### config.mk
export PLATFORM = sky130hd
export DESIGN_NAME = reorder_return_buffer_flat
export DESIGN_NICKNAME = d
export VERILOG_FILES = /design/src/rtl/reorder_return_buffer_if.sv /design/src/rtl/reorder_return_buffer.sv /design/src/flat_wrapper.sv
export SDC_FILE = /design/constraint.sdc
export NUM_CORES = 1
export LEC_CHECK = 0
export ABC_CLOCK_PERIOD_IN_PS = 1600
export BUFFER_PORTS_ARGS = -buffer_cell sky130_fd_sc_hd__buf_2
export CAP_MARGIN = 20
export CORE_ASPECT_RATIO = 2
export CORE_MARGIN = 2
export CORE_UTILIZATION = 50
export DETAILED_ROUTE_END_ITERATION = 6
export PLACE_DENSITY = 0.72
export REMOVE_ABC_BUFFERS = 1
export SYNTH_ARGS = -nofsm -noshare
export SYNTH_HDL_FRONTEND = slang
export SYNTH_SLANG_ARGS = --single-unit
### constraint.sdc
create_clock -name clk_i -period 1.6 [get_ports clk_i]
set_input_delay 0.24 -clock clk_i [delete_from_list [all_inputs] [get_ports clk_i]]
set_output_delay 0.24 -clock clk_i [all_outputs]
set_load 0.01 [all_outputs]
### src/rtl/reorder_return_buffer_if.sv
// Bundles the allocate / write-back / dequeue signals of reorder_return_buffer.
// slave is the buffer side; master is the requester/responder side.
interface reorder_return_buffer_if #(
  parameter int width_p = 32,
  parameter int els_p   = 8
);
  localparam int id_width_lp = (els_p > 1) ? $clog2(els_p) : 1;

  // Handshakes: *_v_o advertises an offer that may be taken by pulsing the
  // matching *_yumi_i in the same cycle; yumi without v is illegal. write_v_i
  // is an unconditional strobe that is always accepted.
  logic [id_width_lp-1:0] fifo_alloc_id_o;
  logic                   fifo_alloc_v_o;
  logic                   fifo_alloc_yumi_i;
  logic [id_width_lp-1:0] write_id_i;
  logic [width_p-1:0]     write_data_i;
  logic                   write_v_i;
  logic [width_p-1:0]     fifo_deq_data_o;
  logic                   fifo_deq_v_o;
  logic                   fifo_deq_yumi_i;
  logic                   empty_o;

  modport slave (
    output fifo_alloc_id_o, fifo_alloc_v_o, fifo_deq_data_o, fifo_deq_v_o, empty_o,
    input  fifo_alloc_yumi_i, write_id_i, write_data_i, write_v_i, fifo_deq_yumi_i
  );

  modport master (
    input  fifo_alloc_id_o, fifo_alloc_v_o, fifo_deq_data_o, fifo_deq_v_o, empty_o,
    output fifo_alloc_yumi_i, write_id_i, write_data_i, write_v_i, fifo_deq_yumi_i
  );
endinterface

### src/rtl/reorder_return_buffer.sv
// Completion-reorder buffer: tags allocated in order, written back in any order,
// dequeued in allocation order. Define REORDER_RETURN_BUFFER_CHECKS_EN for usage checks.
module reorder_return_buffer #(
  parameter int width_p = 32,
  parameter int els_p   = 8
) (
  input  logic                  clk_i,
  input  logic                  reset_i,
  reorder_return_buffer_if.slave bus
);
  localparam int id_width_lp  = (els_p > 1) ? $clog2(els_p) : 1;
  localparam int cnt_width_lp = $clog2(els_p + 1);
  localparam logic [id_width_lp-1:0]  last_id_lp = id_width_lp'(els_p - 1);
  localparam logic [cnt_width_lp-1:0] full_cnt_lp = cnt_width_lp'(els_p);

  logic [id_width_lp-1:0]  r_wp;
  logic [id_width_lp-1:0]  r_rp;
  logic [cnt_width_lp-1:0] r_cnt;
  logic [els_p-1:0]        r_vld;
  logic [width_p-1:0]      r_mem [els_p];

  logic [id_width_lp-1:0]  w_wp_next;
  logic [id_width_lp-1:0]  w_rp_next;
  logic [els_p-1:0]        w_wr_sel;
  logic [els_p-1:0]        w_deq_sel;
  logic                    w_alloc;
  logic                    w_deq;

  assign w_alloc   = bus.fifo_alloc_yumi_i;
  assign w_deq     = bus.fifo_deq_yumi_i;
  assign w_wp_next = (r_wp == last_id_lp) ? '0 : r_wp + id_width_lp'(1);
  assign w_rp_next = (r_rp == last_id_lp) ? '0 : r_rp + id_width_lp'(1);

  // Tags at or beyond els_p select nothing, so they are dropped silently.
  always_comb begin
    w_wr_sel  = '0;
    w_deq_sel = '0;
    for (int i = 0; i < els_p; i++) begin
      w_wr_sel[i]  = bus.write_v_i && (bus.write_id_i == id_width_lp'(i));
      w_deq_sel[i] = w_deq && (r_rp == id_width_lp'(i));
    end
  end

  always_ff @(posedge clk_i or negedge reset_i) begin
    if (!reset_i) begin
      r_wp  <= '0;
      r_rp  <= '0;
      r_cnt <= '0;
      r_vld <= '0;
      for (int i = 0; i < els_p; i++) r_mem[i] <= '0;
    end else begin
      if (w_alloc) r_wp <= w_wp_next;
      if (w_deq)   r_rp <= w_rp_next;
      case ({w_alloc, w_deq})
        2'b10:   r_cnt <= r_cnt + cnt_width_lp'(1);
        2'b01:   r_cnt <= r_cnt - cnt_width_lp'(1);
        default: r_cnt <= r_cnt;
      endcase
      // Clear beats set when a write lands on the slot being dequeued.
      r_vld <= (r_vld | w_wr_sel) & ~w_deq_sel;
      for (int i = 0; i < els_p; i++) begin
        if (w_wr_sel[i]) r_mem[i] <= bus.write_data_i;
      end
    end
  end

  assign bus.fifo_alloc_id_o = r_wp;
  assign bus.fifo_alloc_v_o  = (r_cnt != full_cnt_lp);
  assign bus.empty_o         = (r_cnt == '0);
  assign bus.fifo_deq_v_o    = (r_cnt != '0) && r_vld[r_rp];
  assign bus.fifo_deq_data_o = r_mem[r_rp];

`ifdef REORDER_RETURN_BUFFER_CHECKS_EN
  always @(posedge clk_i) begin : usage_checks
    int off;
    off = (int'(bus.write_id_i) >= int'(r_rp)) ? int'(bus.write_id_i) - int'(r_rp)
                                               : int'(bus.write_id_i) + els_p - int'(r_rp);
    if (reset_i) begin
      if (w_alloc && !bus.fifo_alloc_v_o)
        $error("reorder_return_buffer: alloc yumi while no free slot");
      if (w_deq && !bus.fifo_deq_v_o)
        $error("reorder_return_buffer: deq yumi while oldest slot not ready");
      if (bus.write_v_i && int'(bus.write_id_i) >= els_p)
        $error("reorder_return_buffer: write tag %0d out of range", bus.write_id_i);
      else if (bus.write_v_i && off >= int'(r_cnt))
        $error("reorder_return_buffer: write to unallocated tag %0d", bus.write_id_i);
      else if (bus.write_v_i && r_vld[bus.write_id_i])
        $error("reorder_return_buffer: write to already-written tag %0d", bus.write_id_i);
    end
  end
`else
  // Usage checks compiled out.
`endif

endmodule

### src/flat_wrapper.sv
// flat-port wrapper written by rule: the top's interface ports become plain ports
module reorder_return_buffer_flat 
#(
  parameter int width_p = 32,
  parameter int els_p   = 8
)
  (clk_i, reset_i, bus_fifo_alloc_id_o, bus_fifo_alloc_v_o, bus_fifo_deq_data_o, bus_fifo_deq_v_o, bus_empty_o, bus_fifo_alloc_yumi_i, bus_write_id_i, bus_write_data_i, bus_write_v_i, bus_fifo_deq_yumi_i);
  reorder_return_buffer_if #(.width_p(width_p), .els_p(els_p)) bus_i ();
  input  logic clk_i;
  input  logic reset_i;
  output wire logic [$bits(bus_i.fifo_alloc_id_o)-1:0] bus_fifo_alloc_id_o;
  output wire logic [$bits(bus_i.fifo_alloc_v_o)-1:0] bus_fifo_alloc_v_o;
  output wire logic [$bits(bus_i.fifo_deq_data_o)-1:0] bus_fifo_deq_data_o;
  output wire logic [$bits(bus_i.fifo_deq_v_o)-1:0] bus_fifo_deq_v_o;
  output wire logic [$bits(bus_i.empty_o)-1:0] bus_empty_o;
  input wire logic [$bits(bus_i.fifo_alloc_yumi_i)-1:0] bus_fifo_alloc_yumi_i;
  input wire logic [$bits(bus_i.write_id_i)-1:0] bus_write_id_i;
  input wire logic [$bits(bus_i.write_data_i)-1:0] bus_write_data_i;
  input wire logic [$bits(bus_i.write_v_i)-1:0] bus_write_v_i;
  input wire logic [$bits(bus_i.fifo_deq_yumi_i)-1:0] bus_fifo_deq_yumi_i;
  assign bus_fifo_alloc_id_o = bus_i.fifo_alloc_id_o;
  assign bus_fifo_alloc_v_o = bus_i.fifo_alloc_v_o;
  assign bus_fifo_deq_data_o = bus_i.fifo_deq_data_o;
  assign bus_fifo_deq_v_o = bus_i.fifo_deq_v_o;
  assign bus_empty_o = bus_i.empty_o;
  assign bus_i.fifo_alloc_yumi_i = bus_fifo_alloc_yumi_i;
  assign bus_i.write_id_i = bus_write_id_i;
  assign bus_i.write_data_i = bus_write_data_i;
  assign bus_i.write_v_i = bus_write_v_i;
  assign bus_i.fifo_deq_yumi_i = bus_fifo_deq_yumi_i;
  reorder_return_buffer #(.width_p(width_p), .els_p(els_p)) u_core (.clk_i(clk_i), .reset_i(reset_i), .bus(bus_i));
endmodule
==> results of run 1 <==
-- worst max-delay path: stages (launching register included) --
cell and delay, ps:
dfrtp_4 500, buf_8 150, buf_12 130, buf_16 130
mux4_2 430, nand2_2 70, nand2_1 50, buf_2 130
-- kinds of logic (layout without fill, tap and decap cells) --
logic type | count (synthesis) | after routing | synth area share (%)
multiplexers | 325 | 325 | 35.3
flip-flops | 274 | 274 | 55.0
AND/OR/NAND/NOR | 127 | 127 | 4.63
buffers and inverters | 60 | 193 | 2.69
AO/OA/AOI/OAI | 17 | 17 | 0.844
adder cells (fa/ha/maj) | 11 | 11 | 1.10
XOR/XNOR | 5 | 5 | 0.351
-- final cells by class --
type | instances | share of cell area [%]
clock buffers | 31 | 4.63
clock inverters | 14 | 0.623
inverters | 8 | 0.202
multi-input cells | 485 | 36.5
flip-flops and latches | 274 | 46.2
well taps | 332 | 2.80
repair buffers | 140 | 9.00
-- final timing paths --
kind                                       from                       to  slack, ps
min in group asynchronous               reset_i          u_core.r_vld[4]        220
min                        bus_write_data_i[18]        u_core.r_mem[178]         30
max reg2reg                      u_core.r_rp[0]           u_core.r_rp[0]         20
min reg2reg                   u_core.r_mem[229]        u_core.r_mem[229]        490
max in group asynchronous               reset_i        u_core.r_mem[157]        710
max                              u_core.r_rp[0]  bus_fifo_deq_data_o[26]       -770
-- sequential cells by signal (all words and copies together), names as in the netlist --
signal	cells
u_core.r_cnt	4
u_core.r_rp	3
u_core.r_mem	256
u_core.bus.fifo_alloc_id_o	3
u_core.r_vld	8
-- cells in the mapped netlist --
cell | count | area (sq um)
nor3_2 | 1 | 10.0
a32oi_1 | 2 | 17.5
nand2_1 | 102 | 383
buf_6 | 6 | 67.6
a22o_1 | 1 | 8.76
buf_1 | 6 | 22.5
nor2b_1 | 2 | 12.5
nor3_4 | 1 | 16.3
inv_1 | 7 | 26.3
clkinv_1 | 1 | 3.75
a22oi_1 | 2 | 15.0
nor4bb_1 | 1 | 10.0
o31ai_1 | 1 | 7.51
mux2_1 | 4 | 45.0
nor4b_1 | 1 | 8.76
ha_1 | 11 | 138
mux4_2 | 66 | 1490
nand3b_1 | 1 | 7.51
xor2_1 | 4 | 35.0
a31oi_1 | 1 | 6.26
xnor2_1 | 1 | 8.76
nand2b_4 | 1 | 13.8
nand4b_1 | 3 | 26.3
mux2_2 | 255 | 2870
dfrtp_1 | 274 | 6860
nor3b_4 | 2 | 37.5
nor3_1 | 1 | 5.00
nor4_1 | 1 | 6.26
nor2_1 | 9 | 33.8
buf_2 | 25 | 125
buf_4 | 9 | 67.6
a21oi_1 | 6 | 30.0
o21ai_0 | 4 | 20.0
clkbuf_1 | 6 | 22.5
nand4_1 | 1 | 6.26
-- where the power goes --
| group | internal [mW] | switching (mW) |
|---|---|---|
| clock | 3.08 | 2.64 |
| sequential | 8.60 | 0.941 |
| combinational | 5.03 | 3.91 |
| total | 16.7 | 7.49 |
-- through the flow --
stage          power, mW  std cells  area (sq um)  util (%)
3_5_place_dp        17.4       1226         13600      55.7
3_3_place_gp        17.2       1226         13600      55.7
5_1_grt             25.6       1284         14900      60.8
2_1_floorplan       14.5        767         12200         -
6_report            24.2       1284         14900      60.8
4_1_cts             24.2       1285         14800      60.4
-- layer usage --
| metal | GRT usage [%] | wire, microns | up-vias |
|---|---|---|---|
| li1 | - | - | 3208 |
| met1 | 25.8 | 10500 | 3892 |
| met2 | 39.7 | 15000 | 131 |
| met3 | 2.40 | 845 | 42 |
| met4 | 7.72 | 778 | 0 |
| met5 | 0 | 0 | - |
-- placed cells by master, fill, tap and decap left out, types with 7 or more instances in the layout --
cell type  count
nand2_2       31
mux2_2       255
buf_2         64
clkbuf_16     25
buf_12        24
inv_1          7
nor2_1         8
clkinv_2       7
ha_1           8
buf_6         16
buf_4         29
dfrtp_1      269
nand2_1       71
mux4_2        66
-- repair_timing --
action | 4_1_cts | 5_1_grt
pin swaps | 32 | 19
setup buffers | 9 | 0
hold buffers | 1 | 0
hold endpoints to repair | 187 | 0
cloned | 4 | 0
endpoints found under the setup margin | 35 | 41
resized for setup | 41 | 30
==> summary.md, run 1 <==
| Metric | Value |
|---|---|
| Layout cells sized above 1 | 58.1% |
| Drt total wl | 27,100 microns |
| Routability cong. | 0.789 |
| Buffers on Ports | 77 |
| Status | finished, violations left |
| First-pass GRT wire length | 43,600 microns |
| Final setup violation count | 35 |
| Critical Path Fanout Max | 5 |
| Boundary Pins | 78 |
| First DRT Iteration DRCs | 391 |
| Die Wd | 116 microns |
| Crit path required time | 1360 ps |
| Detailed Routing Iterations Pass 1 | 4 |
| Clock period minus worst slack | 2370 ps |
| Worst-Margin Slew | 441 ps |
| Post-DRT Antenna Nets | 0 |
| WP data arrival | 2130 ps |
| Fillers | 1,851 |
| Full die area | 26,300 sq um |
| #FFs+latches synth | 274 |
| Synthesis Warnings | 0 |
| N_diodes | 0 |
| Fin crit share | 148% |
| Drt via density | 5.66 |
| Final WS setup | -771 ps |
| Worst setup EP type | output port |
| RSZ-0062 raised after global routing | true |
| Multi-input logic area | 5430 sq um |
| Min Hold Slack | 30.0 ps |
| Core Area | 24,400 sq um |
| CTS tree | done |
| Wire per inst | 21.1 microns |
| Final setup skew | 8.74 ps |
| Relative slew margins | 70.6% |
| CTS clk-pin slew, worst paths | 70 ps |
| Worst hold path depth | 2 |
| Slew Viols, Final | 0 |
| Achievable frequency | 422 MHz |
| Final Hold Fails | 0 |
| Register area | 6870 sq um |
| Synthesized area per cell | 15.2 sq um |
| Initial Util | 51.0% |
| All-Layer GR Usage | 21.6% |
| Detailed-route via count | 7,273 |
| # nets final | 985 |
| Detailed Place HPWL | 17,500 microns |
| Setup_tns | -23,270 ps |
| FP Rows | 81 |
| Pre-CTS WS | -226 ps |
| Root Buffer | clkbuf_16 |
| Height of the die | 227 microns |
| Largest net degree at the start of global routing | 59 |
| Crit Path Class | reg2out |
| Mapped cell area | 12,500 sq um |
| CTS Buffer Depth | 3 |
| Worst setup SP type | flop |
| Clk Latency, worst-skew pair | 540 ps |
| P_leak | 6.48 nW |
| Total clock sinks | 274 |
| Initial antenna violation count | 0 |
| Hold/Removal Path Class | in2reg |
| Final global-route overflow total | 0 |
| H-tree levels | 1 |
| Synth Instances | 819 |
| Post-synthesis sequential area ratio | 55.0% |
| Power Density | 1630 nW/um^2 |
| Residual DRC | 0 |
| Violated checks | setup timing |
| Number of global-route vias before repair | 8,088 |
| CTS buffer count | 25 |
| Post-synthesis cell type count | 35 |
| Max VDD drop | 1.02 mV |
| Number of max-cap violations | 0 |
| P&R area growth vs syn | 19.2% |
| R2R cell count | 8 |
(Power assumes the default switching activity.)
==> run 2, diff against run 1 <==
--- a/config.mk
+++ b/config.mk
@@ -10,10 +10,11 @@
 export CAP_MARGIN = 20
 export CORE_ASPECT_RATIO = 2
 export CORE_MARGIN = 2
-export CORE_UTILIZATION = 50
+export CORE_UTILIZATION = 55
 export DETAILED_ROUTE_END_ITERATION = 6
-export PLACE_DENSITY = 0.72
+export PLACE_DENSITY = 0.78
 export REMOVE_ABC_BUFFERS = 1
+export SKIP_LAST_GASP = 1
 export SYNTH_ARGS = -nofsm -noshare
 export SYNTH_HDL_FRONTEND = slang
 export SYNTH_SLANG_ARGS = --single-unit
==> summary.md, run 2 (synthesis gave the netlist of run 1 again) <==
| Metric | Value |
|---|---|
| Status | finished, violations left |
| Violated checks | setup timing |
| Boundary Pins | 78 (unchanged) |
| Clock power frac | 24.1% (+0.5 points) |
| Final global-route overflow total | 0 (unchanged) |
| Pre-CTS WS | -263 ps (-36.5 ps) |
| Total clock sinks | 274 (unchanged) |
| Residual DRC | 0 (unchanged) |
| Drt via density | 6.00 (+5.9%) |
| # nets final | 974 (-1.1%) |
| Psw | 7.37 mW (-1.6%) |
| Sequential Power Share | 40.0% (+0.6 points) |
| Relative slew margins | 74.6% (+4.0 points) |
| CTS clk-pin slew, worst paths | 80 ps (about the same) |
| Power Density | 1640 nW/um^2 (+0.41%) |
| Final setup violation count | 35 (unchanged) |
| CTS Buffer Depth | 3 (unchanged) |
| Max VDD drop | 1.01 mV (-1.2%) |
| Largest regs | u_core.r_mem (256), u_core.r_vld (8), u_core.r_cnt (4) |
| Buffers on Ports | 77 (unchanged) |
| All-Layer GR Usage | 22.8% (+1.3 points) |
| Post-DRT Antenna Nets | 0 (unchanged) |
| Height of the die | 217 microns (-4.6%) |
| Post-Layout Cell Count | 1,217 (-5.2%) |
| Placed Cells | 1,161 (-5.3%) |
| Detailed-route via count | 7,297 (+0.33%) |
| Endpoint, Worst Hold | u_core.r_mem[229] |
| Fin crit share | 147% (-1.4 points) |
| WP data arrival | 2110 ps (-20 ps) |
| Die Wd | 110 microns (-4.5%) |
| First-pass GRT wire length | 43,200 microns (-0.98%) |
| Core Area | 22,200 sq um (-9.3%) |
| CTS tree | done |
| Fillers | 1,579 (-15%) |
| Critical Path Fanout Max | 8 (+3) |
| Hold/Removal Path Class | in2reg |
| Wire per inst | 22.3 microns (+5.5%) |
| Most flop-heavy register | u_core.r_mem |
| Slew Viols, Final | 0 (unchanged) |
| Final WS setup | -748 ps (+22.7 ps) |
| Worst setup EP type | output port |
| Detailed Routing Iterations Pass 1 | 5 (+1) |
| Full die area | 23,900 sq um (-8.9%) |
| Final setup skew | 11.8 ps (+3.11 ps) |
| Crit Path Class | reg2out |
| Drt total wl | 27,100 microns (about the same) |
| Sw frac | 30.8% (-0.12 points) |
| Worst-Margin Slew | 381 ps (-59.5 ps) |
| P&R area growth vs syn | 17.3% |
| Design Area, Final | 14,600 sq um (-1.7%) |
| Min-delay src | bus_write_data_i[5] |
| Largest net degree at the start of global routing | 57 (-3.4%) |
| Internal power | 16.5 mW (-1.1%) |
| Crit path required time | 1360 ps (about the same) |
| Routability cong. | 0.753 (-4.6%) |
| CP max stage delay | 490 ps (about the same) |
| Worst-path cell chain | buf_12 -> buf_4 -> mux4_2 -> nand2_1 -> nand2_2 -> buf_6 |
| CTS buffer count | 24 (-4.0%) |
| Clk Latency, worst-skew pair | 540 ps (about the same) |
| Register-to-register path setup slack | 40 ps (+20 ps) |
| Root Buffer | clkbuf_16 |
| CP max stage cell | mux4_2 |
| Gate power share | 35.9% (-1.1 points) |
| R2R cell count | 7 (-1) |
| Worst hold path depth | 2 (unchanged) |
| Layout cells sized above 1 | 56.1% (-2.0 points) |
| H-tree levels | 1 (unchanged) |
| Achievable frequency | 426 MHz (+0.97%) |
| Initial Util | 56.2% (+5.2 points) |
| R2r endpoint | u_core.r_cnt[2] |
| Clock period minus worst slack | 2350 ps (-22.7 ps) |
| First DRT Iteration DRCs | 355 (-9.2%) |
| P_leak | 6.43 nW (-0.71%) |
| Initial antenna violation count | 3 (+3) |
| Number of max-cap violations | 0 (unchanged) |
| Most frequent cells in the layout | dfrtp_1, mux2_2, nand2_1 |
| Number of global-route vias before repair | 7,969 (-1.5%) |
| Max reg flops | 256 (unchanged) |
| Reg-to-reg startpoint | u_core.r_cnt[1] |
| Detailed Place HPWL | 16,200 microns (-7.3%) |
| Worst setup SP type | flop |
| Commonest non-fill, non-tap cell in the layout | dfrtp_1 |
| Final Hold Fails | 0 (unchanged) |
| DP Area | 13,500 sq um (-0.81%) |
| FP Rows | 77 (-4.9%) |
| RSZ-0062 raised after global routing | true |
run 2: critical path, delay by kind of cell, from the launching register on:
family / cells / cell delay, ps
multiplexers: 1 / 490
AND/OR/NAND/NOR: 2 / 170
buffers and inverters: 3 / 460
flip-flops: 1 / 430
run 2: how the worst max path moves through the flow:
stage                               from  cells after the start                       to  slack, ps
after floorplan           u_core.r_rp[0]                      3         bus_fifo_deq_v_o      -2190
after CTS                 u_core.r_rp[0]                      6   bus_fifo_deq_data_o[4]       -770
after global placement    u_core.r_rp[0]                      5         bus_fifo_deq_v_o       -260
final                     u_core.r_rp[0]                      6   bus_fifo_deq_data_o[9]       -750
after detailed placement  u_core.r_rp[0]                      5         bus_fifo_deq_v_o       -260
after global routing      u_core.r_rp[0]                      6  bus_fifo_deq_data_o[14]       -810
run 2: through the flow:
step           setup TNS, ps  hold WS (ps)  util, %  power [mW]
2_1_floorplan        -175670         -55.6        -        14.5
3_3_place_gp           -6470           163     60.9        17.1
3_5_place_dp           -6890           171     60.9        17.4
4_1_cts               -24150          16.4     65.0        23.5
5_1_grt               -26020          34.8     65.9        25.2
6_report              -23870          34.5     65.9        23.9
run 2: repair_timing:
action / in CTS / in global routing
hold endpoints to repair: 164 / 0
setup buffers: 8 / 0
gates resized for setup: 11 / 34
pin swaps: 2 / 36
hold buffers: 1 / 0
endpoints found under the setup margin: 35 / 37
cloned: 0 / 3
run 2: routing by layer:
metal  global-route usage [%]  vias up  wire length [microns]  part of all wire (%)
met5                        0        -                     27                 0.099
met4                     9.46        4                    952                   3.5
met3                     3.31       70                   1020                   3.7
met2                     41.7      163                  14900                    55
met1                     26.9     3873                  10200                    38
li1                         -     3187                      -                     -
run 2: cell type report:
type                            count  area [sq um]  share of cell area [%]
Sequential cell                   274          6870                    47.0
Multi-Input combinational cell    485          5360                    36.7
Timing Repair Buffer              130          1230                    8.39
Clock buffer                       34           719                    4.92
Tap cell                          276           345                    2.36
Clock inverter                      9          55.1                   0.377
Inverter                            8          30.0                   0.206
Antenna cell                        1          2.50                  0.0171
run 2: power by group through the flow:
stage / logic (mW) / clock network, mW / registers, mW
floorplan: 4.74 / 0 / 9.80
global placement: 7.57 / 0 / 9.57
detailed placement: 7.73 / 0 / 9.69
CTS: 8.14 / 5.85 / 9.53
global route: 9.29 / 6.12 / 9.75
finish: 8.58 / 5.75 / 9.57
==> run 3, diff against run 2 <==
--- a/config.mk
+++ b/config.mk
@@ -9,10 +9,9 @@
 export BUFFER_PORTS_ARGS = -buffer_cell sky130_fd_sc_hd__buf_2
 export CAP_MARGIN = 20
 export CORE_ASPECT_RATIO = 2
-export CORE_MARGIN = 2
 export CORE_UTILIZATION = 55
 export DETAILED_ROUTE_END_ITERATION = 6
-export PLACE_DENSITY = 0.78
+export PLACE_DENSITY_LB_ADDON = 0.15
 export REMOVE_ABC_BUFFERS = 1
 export SKIP_LAST_GASP = 1
 export SYNTH_ARGS = -nofsm -noshare
==> summary.md, run 3 (synthesis gave the netlist of run 1 again) <==
| Metric | Value |
|---|---|
| CP max stage cell | mux4_2 |
| Wire per inst | 23.9 microns (+7.2%) |
| Most flop-heavy register | u_core.r_mem |
| Worst path bufs/invs | 3 (unchanged) |
| Largest regs | u_core.r_mem (256), u_core.r_vld (8), u_core.r_cnt (4) |
| Detailed Place HPWL | 18,400 microns (+13%) |
| Worst Setup SP | u_core.r_rp[0] |
| First-pass GRT wire length | 46,300 microns (+7.1%) |
| Detailed Routing Iterations Pass 1 | 5 (unchanged) |
| Layout cells sized above 1 | 55.5% (-0.57 points) |
| Post-DRT Antenna Nets | 0 (unchanged) |
| Relative slew margins | 73.7% (-0.92 points) |
| Total clock sinks | 274 (unchanged) |
| Crit Path Class | reg2out |
| R2R cell count | 7 (unchanged) |
| P&R area growth vs syn | 17.5% |
| Min-delay src | bus_write_data_i[6] |
| Boundary Pins | 78 (unchanged) |
| CTS buffer count | 25 (+4.2%) |
| Final WS setup | -756 ps (-7.69 ps) |
| Drt via density | 6.02 (+0.40%) |
| Setup_tns | -23,750 ps (+120 ps) |
| Height of the die | 215 microns (-0.92%) |
| Drt total wl | 29,200 microns (+7.7%) |
| CP max stage delay | 510 ps (+20 ps) |
| Worst setup SP type | flop |
| Final setup violation count | 37 (+5.7%) |
| Met1 wire length | 10,900 microns (+6.8%) |
| H-tree levels | 1 (unchanged) |
| Critical Path Fanout Max | 8 (unchanged) |
| Routability cong. | 0.746 (-0.84%) |
| Crit path required time | 1360 ps (about the same) |
| Routed length on met3 | 942 microns (-7.3%) |
| Power Density | 1650 nW/um^2 (+0.66%) |
| RSZ-0062 raised after global routing | true |
| Number of max-cap violations | 0 (unchanged) |
| Max reg flops | 256 (unchanged) |
| Commonest non-fill, non-tap cell in the layout | dfrtp_1 |
| P_leak | 6.46 nW (+0.40%) |
| Die Wd | 108 microns (-1.8%) |
| Core Area | 22,200 sq um (unchanged) |
| Slew Viols, Final | 0 (unchanged) |
| Fillers | 1,605 (+1.6%) |
| Worst setup EP type | output port |
| Detailed-route via count | 7,362 (+0.89%) |
| Met2 wire length | 16,400 microns (+9.9%) |
| Clock period minus worst slack | 2360 ps (+7.69 ps) |
| Full die area | 23,300 sq um (-2.7%) |
| Achievable frequency | 424 MHz (-0.33%) |
| Root Buffer | clkbuf_16 |
| Clk Latency, worst-skew pair | 530 ps (about the same) |
| Levels on crit path | 6 (unchanged) |
| Most frequent cells in the layout | dfrtp_1, mux2_2, nand2_1 |
| DR top layer | met5 |
| Final setup skew | 6.23 ps (-5.62 ps) |
| CTS Buffer Depth | 3 (unchanged) |
| Final Hold Fails | 0 (unchanged) |
| Worst-Margin Slew | 395 ps (+13.8 ps) |
| Residual DRC | 0 (unchanged) |
| Reg-to-reg startpoint | u_core.r_rp[0] |
| Number of global-route vias before repair | 8,540 (+7.2%) |
| Largest net degree at the start of global routing | 49 (-14%) |
| Initial antenna violation count | 2 (-1) |
| All-Layer GR Usage | 26.3% (+3.5 points) |
| Initial Util | 56.2% (unchanged) |
| Status | finished, violations left |
| Violated checks | setup timing |
| Max VDD drop | 1.35 mV (+34%) |
| WP data arrival | 2120 ps (about the same) |
| # nets final | 982 (+0.82%) |
| Final global-route overflow total | 0 (unchanged) |
| FP Rows | 77 (unchanged) |
| CTS tree | done |
| Post-Layout Cell Count | 1,223 (+0.49%) |
| First DRT Iteration DRCs | 322 (-9.3%) |
| Hold/Removal Path Class | in2reg |
| Worst-path cell chain | buf_12 -> buf_12 -> mux4_2 -> nand2_2 -> nand2_2 -> buf_6 |
| CTS clk-pin slew, worst paths | 60 ps (-20 ps) |
| CP top delay family | multiplexers |
| Placed Cells | 1,166 (+0.43%) |
| Buffers on Ports | 77 (unchanged) |
| Fin crit share | 147% (+0.48 points) |
| Worst hold path depth | 2 (unchanged) |
[run 3: changes by cell type in the layout (fill, tap and decap cells not counted), sizes merged]
cell / change
buf: +8
bufinv: +2
clkinv: -2
inv: -2
[run 3: worst reg2reg max path: cells and delay by family, from the launching register on]
kind	cells	cell delay, ps
buf+inv	4	560
flops	1	550
fa+ha+maj	1	250
compound gates	1	90
simple gates	1	80
[run 3: per-stage QoR]
stage | cell area [sq um] | worst slack, ps | util [%] | power [mW] | hold slack [ps]
final | 14600 | -756 | 66.0 | 24.1 | 41.5
after global routing | 14600 | -809 | 66.0 | 25.3 | 21.8
after CTS | 14500 | -794 | 65.5 | 24.0 | 20.5
after detailed placement | 13500 | -234 | 61.1 | 17.6 | 167
after global placement | 13500 | -223 | 61.1 | 17.1 | 163
after floorplan | 12200 | -2190 | - | 14.5 | -55.6
[run 3: worst paths after layout]
kind	endpoint	slack (ps)
worst min register to register	u_core.r_mem[102]	490
worst max-delay path	bus_fifo_deq_data_o[10]	-760
worst max register to register	u_core.r_rp[1]	-40
worst min-delay path	u_core.r_mem[102]	40
min in group asynchronous	u_core.r_mem[230]	210
max in group asynchronous	u_core.r_mem[50]	720
[run 3: repair_timing]
item,in CTS,in global routing
resized for setup,20,15
endpoints found under the hold margin,165,0
hold buffers,1,0
pin swaps,7,16
setup buffers,6,5
gates cloned,1,3
setup endpoints to repair,35,36
[run 3: power breakdown]
group          leakage [nW]  switching, mW  total, mW  internal [mW]
Sequential             3.28           1.01       9.62           8.60
Combinational          2.77           3.85       8.46           4.61
Clock                 0.406           2.53       6.03           3.50
Total                  6.46           7.39       24.1           16.7
[run 3: metal layers]
| metal | vias to the layer above | global-route usage [%] |
|---|---|---|
| li1 | 3185 | - |
| met1 | 3961 | 30.5 |
| met2 | 156 | 48.5 |
| met3 | 58 | 3.06 |
| met4 | 2 | 9.77 |
| met5 | - | 0 |
[run 3: layout make-up]
| type | instances | area (sq um) | area share, % |
|---|---|---|---|
| multi-input cells | 485 | 5340 | 36.5 |
| well taps | 276 | 345 | 2.36 |
| inverters | 8 | 30.0 | 0.205 |
| diodes | 1 | 2.50 | 0.0171 |
| clock buffers | 35 | 733 | 5.01 |
| clock inverters | 7 | 91.3 | 0.624 |
| repair buffers | 137 | 1230 | 8.38 |
| flip-flops and latches | 274 | 6870 | 46.9 |
